### config.mk
export PLATFORM = sky130hd
export DESIGN_NAME = mem_stall_ctrl
export DESIGN_NICKNAME = d
export VERILOG_FILES = /design/src/rtl/mem_stall_ctrl.sv
export SDC_FILE = /design/constraint.sdc
export NUM_CORES = 1
export LEC_CHECK = 0
export ABC_AREA = 0
export BUFFER_PORTS_ARGS = -buffer_cell sky130_fd_sc_hd__buf_2
export CAP_MARGIN = 10
export CORE_UTILIZATION = 51
export CTS_BUF_LIST = sky130_fd_sc_hd__clkbuf_16
export CTS_CLUSTER_DIAMETER = 60
export DETAILED_ROUTE_END_ITERATION = 10
export GPL_ROUTABILITY_DRIVEN = 0
export PLACE_DENSITY = 0.94
export REMOVE_ABC_BUFFERS = 1
export SYNTH_ARGS = -nofsm -noshare
export SYNTH_HDL_FRONTEND = slang
export SYNTH_SLANG_ARGS = --single-unit
### constraint.sdc
create_clock -name clk -period 2.7 [get_ports clk]
set_input_delay 0 -clock clk [delete_from_list [all_inputs] [get_ports clk]]
set_output_delay 0 -clock clk [all_outputs]
set_load 0.005 [all_outputs]
### src/rtl/mem_stall_ctrl.sv
// Back-pressure controller: one outstanding request per memory port.
// Optional stall counter enabled by MEM_STALL_PERF_CNT_EN.
module mem_stall_ctrl #(
  parameter int NUM_PORTS = 2,
  parameter int DATA_W    = 32,
  parameter int CNT_W     = 32
) (
  input  logic                          clk,
  input  logic                          rst,
  input  logic [NUM_PORTS-1:0]          port_req,
  input  logic [NUM_PORTS-1:0]          port_resp,
  input  logic [NUM_PORTS*DATA_W-1:0]   port_rdata,
  output logic [NUM_PORTS*DATA_W-1:0]   rdata_out,
  output logic                          move,
  output logic [NUM_PORTS-1:0]          busy,
  output logic                          protocol_err,
  output logic [CNT_W-1:0]              stall_cycles
);

  logic [NUM_PORTS-1:0] pending;
  logic [NUM_PORTS-1:0] done;
  logic [NUM_PORTS-1:0] port_ok;
  logic [NUM_PORTS-1:0] accept;
  logic [NUM_PORTS-1:0] bad_resp;
  logic [NUM_PORTS-1:0] bad_req;
  logic [DATA_W-1:0]    held [NUM_PORTS];
  logic                 err;

  // Per-port readiness and error detection
  always_comb begin
    port_ok  = ~pending | port_resp | done;
    accept   = pending & ~done & port_resp;
    bad_resp = port_resp & ~pending;
    bad_req  = port_req & pending & ~{NUM_PORTS{move}};
  end

  assign move         = ~rst & (&port_ok);
  assign busy         = pending & ~done;
  assign protocol_err = err;

  // Live data on a response cycle, otherwise the latched copy
  always_comb begin
    rdata_out = '0;
    for (int i = 0; i < NUM_PORTS; i++) begin
      rdata_out[i*DATA_W +: DATA_W] = port_resp[i]
        ? port_rdata[i*DATA_W +: DATA_W] : held[i];
    end
  end

  // Per-port IDLE/WAIT/DONE tracking
  always_ff @(posedge clk) begin
    if (rst) begin
      pending <= '0;
      done    <= '0;
    end else begin
      for (int i = 0; i < NUM_PORTS; i++) begin
        if (move) begin
          pending[i] <= port_req[i];
          done[i]    <= 1'b0;
        end else begin
          if (!pending[i] && port_req[i]) pending[i] <= 1'b1;
          if (accept[i]) done[i] <= 1'b1;
        end
      end
    end
  end

  // Capture response data on every accepted response
  always_ff @(posedge clk) begin
    if (rst) begin
      for (int i = 0; i < NUM_PORTS; i++) held[i] <= '0;
    end else begin
      for (int i = 0; i < NUM_PORTS; i++) begin
        if (accept[i]) held[i] <= port_rdata[i*DATA_W +: DATA_W];
      end
    end
  end

  // Sticky protocol violation flag
  always_ff @(posedge clk) begin
    if (rst) err <= 1'b0;
    else if (|bad_resp || |bad_req) err <= 1'b1;
  end

`ifdef MEM_STALL_PERF_CNT_EN
  logic [CNT_W-1:0] cnt;

  // Saturating count of stalled cycles
  always_ff @(posedge clk) begin
    if (rst) cnt <= '0;
    else if (!move && !(&cnt)) cnt <= cnt + 1'b1;
  end

  assign stall_cycles = cnt;
`else
  assign stall_cycles = '0;
`endif

endmodule

==> run_results.csv, run 1 <==
group,metric,value,unit
setup_path,max_stage_delay,0.52,ns
cells_and_area,final_cells,565,
setup_path,cp-start-kind,"flop",
power,p_int,2.10,mW
timing,maxSlewViolCount,0,
timing,worstMarginPinSlew,0.607,ns
setup_path,cp_num_buf_inv,1,
timing,slew_headroom,59.5,%
clock_network,cts_buffers,9,
power,p_sw_share,22.4,%
power,pwr-share-clk,36.3,%
yosys,seq_area_frac_synth,55.4,%
placed_design,dpl_worst_slack,1.04,ns
global_route,antenna_found_initial,0,
timing,post-route-period-util,60.8,%
power,p_per_area,527,nW/µm²
min_path,hold_class,"primary input to flop",
setup_path,cp.arrival,1.82,ns
clock_network,cts_sinks,69,
cells_and_area,final_nets,534,
drt,wirelength,8840,µm
cells_and_area,drive_gt1_share,47.1,%
cells_and_area,final_cell_mix,"buf_2, mux2_2, and2_1, edfxtp_1, dlygate4sd3_1",
clock_network,clkLatencyLatePin,0.32,ns
cells_and_area,utilization,74.6,%
setup_path,endpoint_kind,"flop",
yosys,synthTopCellsByArea,"edfxtp_1, mux2_2, and2_1",
placed_design,io_buffers,137,
timing,fin_ws,1.06,ns
placed_design,dpl.hpwl,5080,µm
floorplanning,fp.dieH,86.6,µm
setup_path,cp_max_fo,35,
setup_path,crit_chain,"nand3b_2, a21oi_4, buf_12, and2_1",
yosys,ys_warn_count,0,
setup_path,worst-setup-path-type,"flop to flop",
drt,num_vias,2693,
yosys,yosysUniqueCellTypes,23,
yosys,synth_cells,270,
yosys,synth_seq_cells,69,
clock_network,clock-root-buffer,"clkbuf_16",
cells_and_area,final_common_cell,"buf_2",
setup_path,r2r_setup_slack,1.06,ns
drt,drtPass1Iterations,4,
cells_and_area,antennaDiodeCount,0,
clock_network,clockBufferDepth,2,
floorplanning,dieWidth,86.6,µm
power,p_total,2.70,mW
timing,finalCriticalPeriod,1.64,ns
floorplanning,start_util,53.1,%
yosys,synth.avg_cell_area,13.5,µm²
run_status,status,"completed",
drt,antenna_left,0,
setup_path,worstPathRequired,2.88,ns
power,leakage,2.32,nW
cells_and_area,area_growth,40.5,%
floorplanning,die_area,7500,µm²
global_route,overflow,0,
timing,fmax,609,MHz
floorplanning,core,6870,µm²
drt,avgRoutedWirePerCell,15.6,µm
timing,fin_tns_setup,0,ns
power,power_frac_seq,47.0,%
cells_and_area,fill_cells,432,
clock_network,post_cts_buffers,0,
clock_network,path_clk_slew,0.05,ns
global_route,grt_pass1_vias,2702,
floorplanning,io_pins,170,
drt,drc_errors,0,
setup_path,crit_family,"compound AO/OA/AOI/OAI gates",
global_route,grt_pass1_wl,13000,µm
timing,clock_skew,0.00827,ns
placed_design,dp_cells,492,
setup_path,cpMaxStageDelayCell,"a21oi_4",
global_route,grt_max_degree,36,
drt,viasPerCell,4.77,
run,max_cap_violations,0,
global_route,grt_usage,23.4,%
yosys,synth_area,3650,µm²
power,switchingPower,0.603,mW
power,peakVddDrop,0.285,mV
drt,drt_iter0_markers,96,
clock_network,htree_levels,3,
timing,hold_viol_final,0,
clock_network,cts_tree,"built",
floorplanning,rows,30,
timing,setup_viol,0,
yosys,synth_top_area_share,52.7,%
timing,rsz0062_at_grt,"no",
yosys,yosysTopAreaCell,"edfxtp_1",
power,power_frac_comb,16.6,%
## worst reg2reg max path: cells and delay by family (launching register included)
| family | cells | cell delay, ns |
|---|---|---|
| compound gates | 1 | 0.52 |
| buf+inv | 1 | 0.25 |
| flops | 1 | 0.32 |
| simple gates | 2 | 0.41 |
## routing by layer
metal | GRT usage, % | vias to the layer above | wire, µm
li1 | - | 1273 | -
met2 | 41.0 | 175 | 4400
met5 | 0 | - | 0
met4 | 8.64 | 0 | 127
met1 | 28.1 | 1230 | 3490
met3 | 5.52 | 15 | 817
## final timing paths
check	startpoint	endpoint	cells after the start
max	done[0]	held[0][26]	4
min	port_rdata[45]	held[0][45]	2
max reg2reg	done[0]	held[0][26]	4
min reg2reg	done[0]	done[0]	2
## registers in the layout (all words and copies together) (netlist names)
register      cells
done              2
held             64
pending           2
protocol_err      1
## kinds of logic (layout without fill, tap and decap cells)
logic type / count (synthesis) / after routing / synth area share (%)
and+or+nand+nor: 76 / 76 / 13.5
AOI/OAI and AO/OA: 9 / 9 / 2.09
muxes: 64 / 64 / 19.8
buffers and inverters: 51 / 219 / 9.16
DFF: 69 / 69 / 55.4
other: 1 / 32 / 0.103
## timing repair
item / in CTS / in global routing
hold buffers: 57 / 0
gates resized for setup: 0 / 0
endpoints found under the hold margin: 57 / 0
## power by group through the flow
stage	Sequential [mW]	Combinational, mW	Clock [mW]
2_1_floorplan	1.28	0.179	0
3_3_place_gp	1.29	0.356	0
3_5_place_dp	1.29	0.369	0
4_1_cts	1.27	0.434	0.990
5_1_grt	1.28	0.485	1.04
6_report	1.27	0.449	0.980
## Yosys cell counts
cell type	count
or2_2	1
o31ai_1	2
a22oi_1	1
mux2_2	64
o22ai_1	1
buf_2	6
nand3b_2	1
conb_1	1
a22oi_2	1
nand2b_1	4
dfxtp_1	5
clkbuf_2	6
nor3_1	2
buf_4	34
a21oi_4	1
inv_1	4
a221oi_1	1
edfxtp_1	64
and2_1	64
nand3b_4	1
clkbuf_1	1
a21oi_1	2
nor2b_1	3
## metrics by stage
step,hold slack [ns],instance area [µm²]
floorplan,0.0302,3450
global placement,0.231,4300
detailed placement,0.235,4300
CTS,0.000530,5120
global route,0.00972,5120
finish,0.00990,5120
## layout make-up
type                       count  area [µm²]  area share, %
tap                           96         120           2.34
multi-input combinational    181        1410           27.5
clock inverter                 7        27.5          0.537
inverter                       4        15.0          0.293
sequential                    69        2020           39.5
timing repair buffer         199        1310           25.5
clock buffer                   9         225           4.39
No activity file was read; power rests on OpenSTA's default activity.
==> inputs of run 2 (changes only) <==
Settings changed: CORE_UTILIZATION 51 to 47, PLACE_DENSITY 0.94 to 0.89.
Clock period 2.7 ns to 1.6 ns, I/O delays scaled along.
==> run_results.csv, run 2 (synthesized netlist as in run 1, its figures left out) <==
group,metric,value,unit
drt,num_vias,2742,
clock_network,cts_tree,"built",
cells_and_area,final_cell_mix,"buf_2, dlygate4sd3_1, mux2_2, and2_1, edfxtp_1",
power,power_frac_comb,15.1,%
placed_design,dpl_worst_slack,0.315,ns
clock_network,htree_levels,3,
global_route,grt_usage,21.6,%
cells_and_area,largest_register,"held",
global_route,grt_max_degree,64,
timing,maxSlewViolCount,0,
clock_network,path_clk_slew,0.06,ns
cells_and_area,antennaDiodeCount,0,
drt,avgRoutedWirePerCell,14.9,µm
timing,fin_hold_ws,-0.00170,ns
timing,clock_skew,0.00683,ns
setup_path,crit_family,"flip-flops",
global_route,grt_pass1_vias,2836,
drt,antenna_left,0,
placed_design,dpl.hpwl,4910,µm
cells_and_area,seqCellArea,2020,µm²
drt,highest_layer,"met4",
clock_network,cts_sinks,69,
setup_path,cp-start-kind,"flop",
cells_and_area,utilization,72.3,%
min_path,hold_class,"primary input to flop",
power,p_int,4.06,mW
timing,finalCriticalPeriod,1.42,ns
timing,rsz0062_at_grt,"no",
timing,fin_tns_setup,0,ns
floorplanning,rows,31,
placed_design,io_buffers,137,
run,max_cap_violations,0,
power,p_total,5.16,mW
clock_network,clkLatencyLatePin,0.32,ns
cells_and_area,multiInputGateArea,1410,µm²
setup_path,worstPathRequired,1.60,ns
drt,wl_met2,4360,µm
floorplanning,dieWidth,90.1,µm
cells_and_area,final_common_cell,"buf_2",
cells_and_area,largest_register_ffs,64,
timing,hold_viol_final,1,
clock_network,cts_buffers,9,
clock_network,post_cts_buffers,0,
power,pwr-share-clk,43.4,%
drt,routed-wl-met3,533,µm
global_route,antenna_found_initial,0,
cells_and_area,drive_gt1_share,47.5,%
setup_path,r2r_start,"done[0]",
drt,drt_iter0_markers,96,
setup_path,endpoint_kind,"output port",
floorplanning,start_util,49.5,%
power,leakage,2.40,nW
setup_path,crit_chain,"nor2b_1, a22oi_2, nor2b_1, buf_2",
setup_path,worst-setup-path-type,"flop to output port",
min_path,worstHoldStart,"port_rdata[7]",
timing,post-route-period-util,89.0,%
floorplanning,core,7370,µm²
floorplanning,fp.dieH,90.1,µm
power,peakVddDrop,0.565,mV
clock_network,clock-root-buffer,"clkbuf_16",
setup_path,cp_num_buf_inv,1,
setup_path,worstReg2RegEnd,"held[0][43]",
timing,fmax,702,MHz
drt,drtPass1Iterations,4,
setup_path,cp.arrival,1.42,ns
drt,viasPerCell,4.75,
power,p_sw_share,21.2,%
drt,wirelength,8610,µm
power,power_frac_seq,41.5,%
timing,setup_viol,0,
floorplanning,io_pins,170,
clock_network,clockBufferDepth,2,
setup_path,r2r_setup_slack,0.30,ns
run_status,status,"finished, violations left",
min_path,min_to,"held[0][7]",
placed_design,dp_cells,496,
global_route,grt_pass1_wl,14000,µm
min_path,whs_path_depth,2,
cells_and_area,top_regs,"held: 64 flops, done: 2 flops, pending: 2 flops",
timing,fin_ws,0.176,ns
cells_and_area,final_cells,577,
global_route,overflow,0,
drt,wl_met1,3580,µm
cells_and_area,fill_cells,493,
setup_path,cpMaxStageDelayCell,"dfxtp_1",
floorplanning,die_area,8120,µm²
setup_path,cp_max_fo,6,
setup_path,rr_worst_depth,4,
setup_path,max_stage_delay,0.35,ns
power,switchingPower,1.10,mW
cells_and_area,final_nets,543,
run_status,violations,"negative hold slack",
drt,drc_errors,0,
cells_and_area,area_growth,46.1,%
setup_path,cpMostUsedCell,"nor2b_1",
power,p_per_area,968,nW/µm²
[run 2: cell types whose count changed in the layout (fill, tap and decap cells not counted), moves of 2 or more]
cell / before / now
buf_12: 1 / 3
bufinv_16: 0 / 3
clkinv_1: 3 / 0
dlygate4sd3_1: 57 / 65
inv_1: 7 / 5
[run 2: layer usage]
layer	track usage, %	up-vias
li1	-	1293
met1	26.4	1305
met2	38.3	129
met3	4.23	15
met4	7.12	0
met5	0	-
[run 2: power by group through the flow]
stage                     Combinational [mW]  Clock, mW  Sequential, mW
after detailed placement               0.634          0            2.17
after global placement                 0.614          0            2.17
after floorplan                        0.302          0            2.16
after CTS                              0.758       2.27            2.14
final                                  0.778       2.24            2.14
after global routing                   0.843       2.35            2.15
[run 2: what timing repair did]
item                      4_1_cts  5_1_grt
gates resized for setup         0        0
hold endpoints to repair       65        0
hold buffers                   65        0
[run 2: worst max path at each step]
stage / start / slack [ns] / cells past startpoint / end
floorplan: done[0] / -0.10 / 2 / held[0][0]
global placement: done[0] / 0.38 / 3 / held[0][16]
detailed placement: done[0] / 0.31 / 4 / held[0][5]
CTS: pending[0] / 0.18 / 4 / move
global route: pending[0] / 0.07 / 4 / move
finish: pending[0] / 0.18 / 4 / move
[run 2: cell type report]
cell class,count,area share (%)
Clock buffer,9,4.23
Tap cell,99,2.32
Clock inverter,7,2.16
Sequential cell,69,37.9
Multi-Input combinational cell,181,26.4
Timing Repair Buffer,208,26.6
Inverter,4,0.282
[run 2: stage by stage]
step	hold slack, ns	instance area, µm²
after floorplan	0.0302	3450
after CTS	0.00204	5330
after global placement	0.230	4340
after global routing	0.0131	5330
after detailed placement	0.229	4340
final	-0.00170	5330
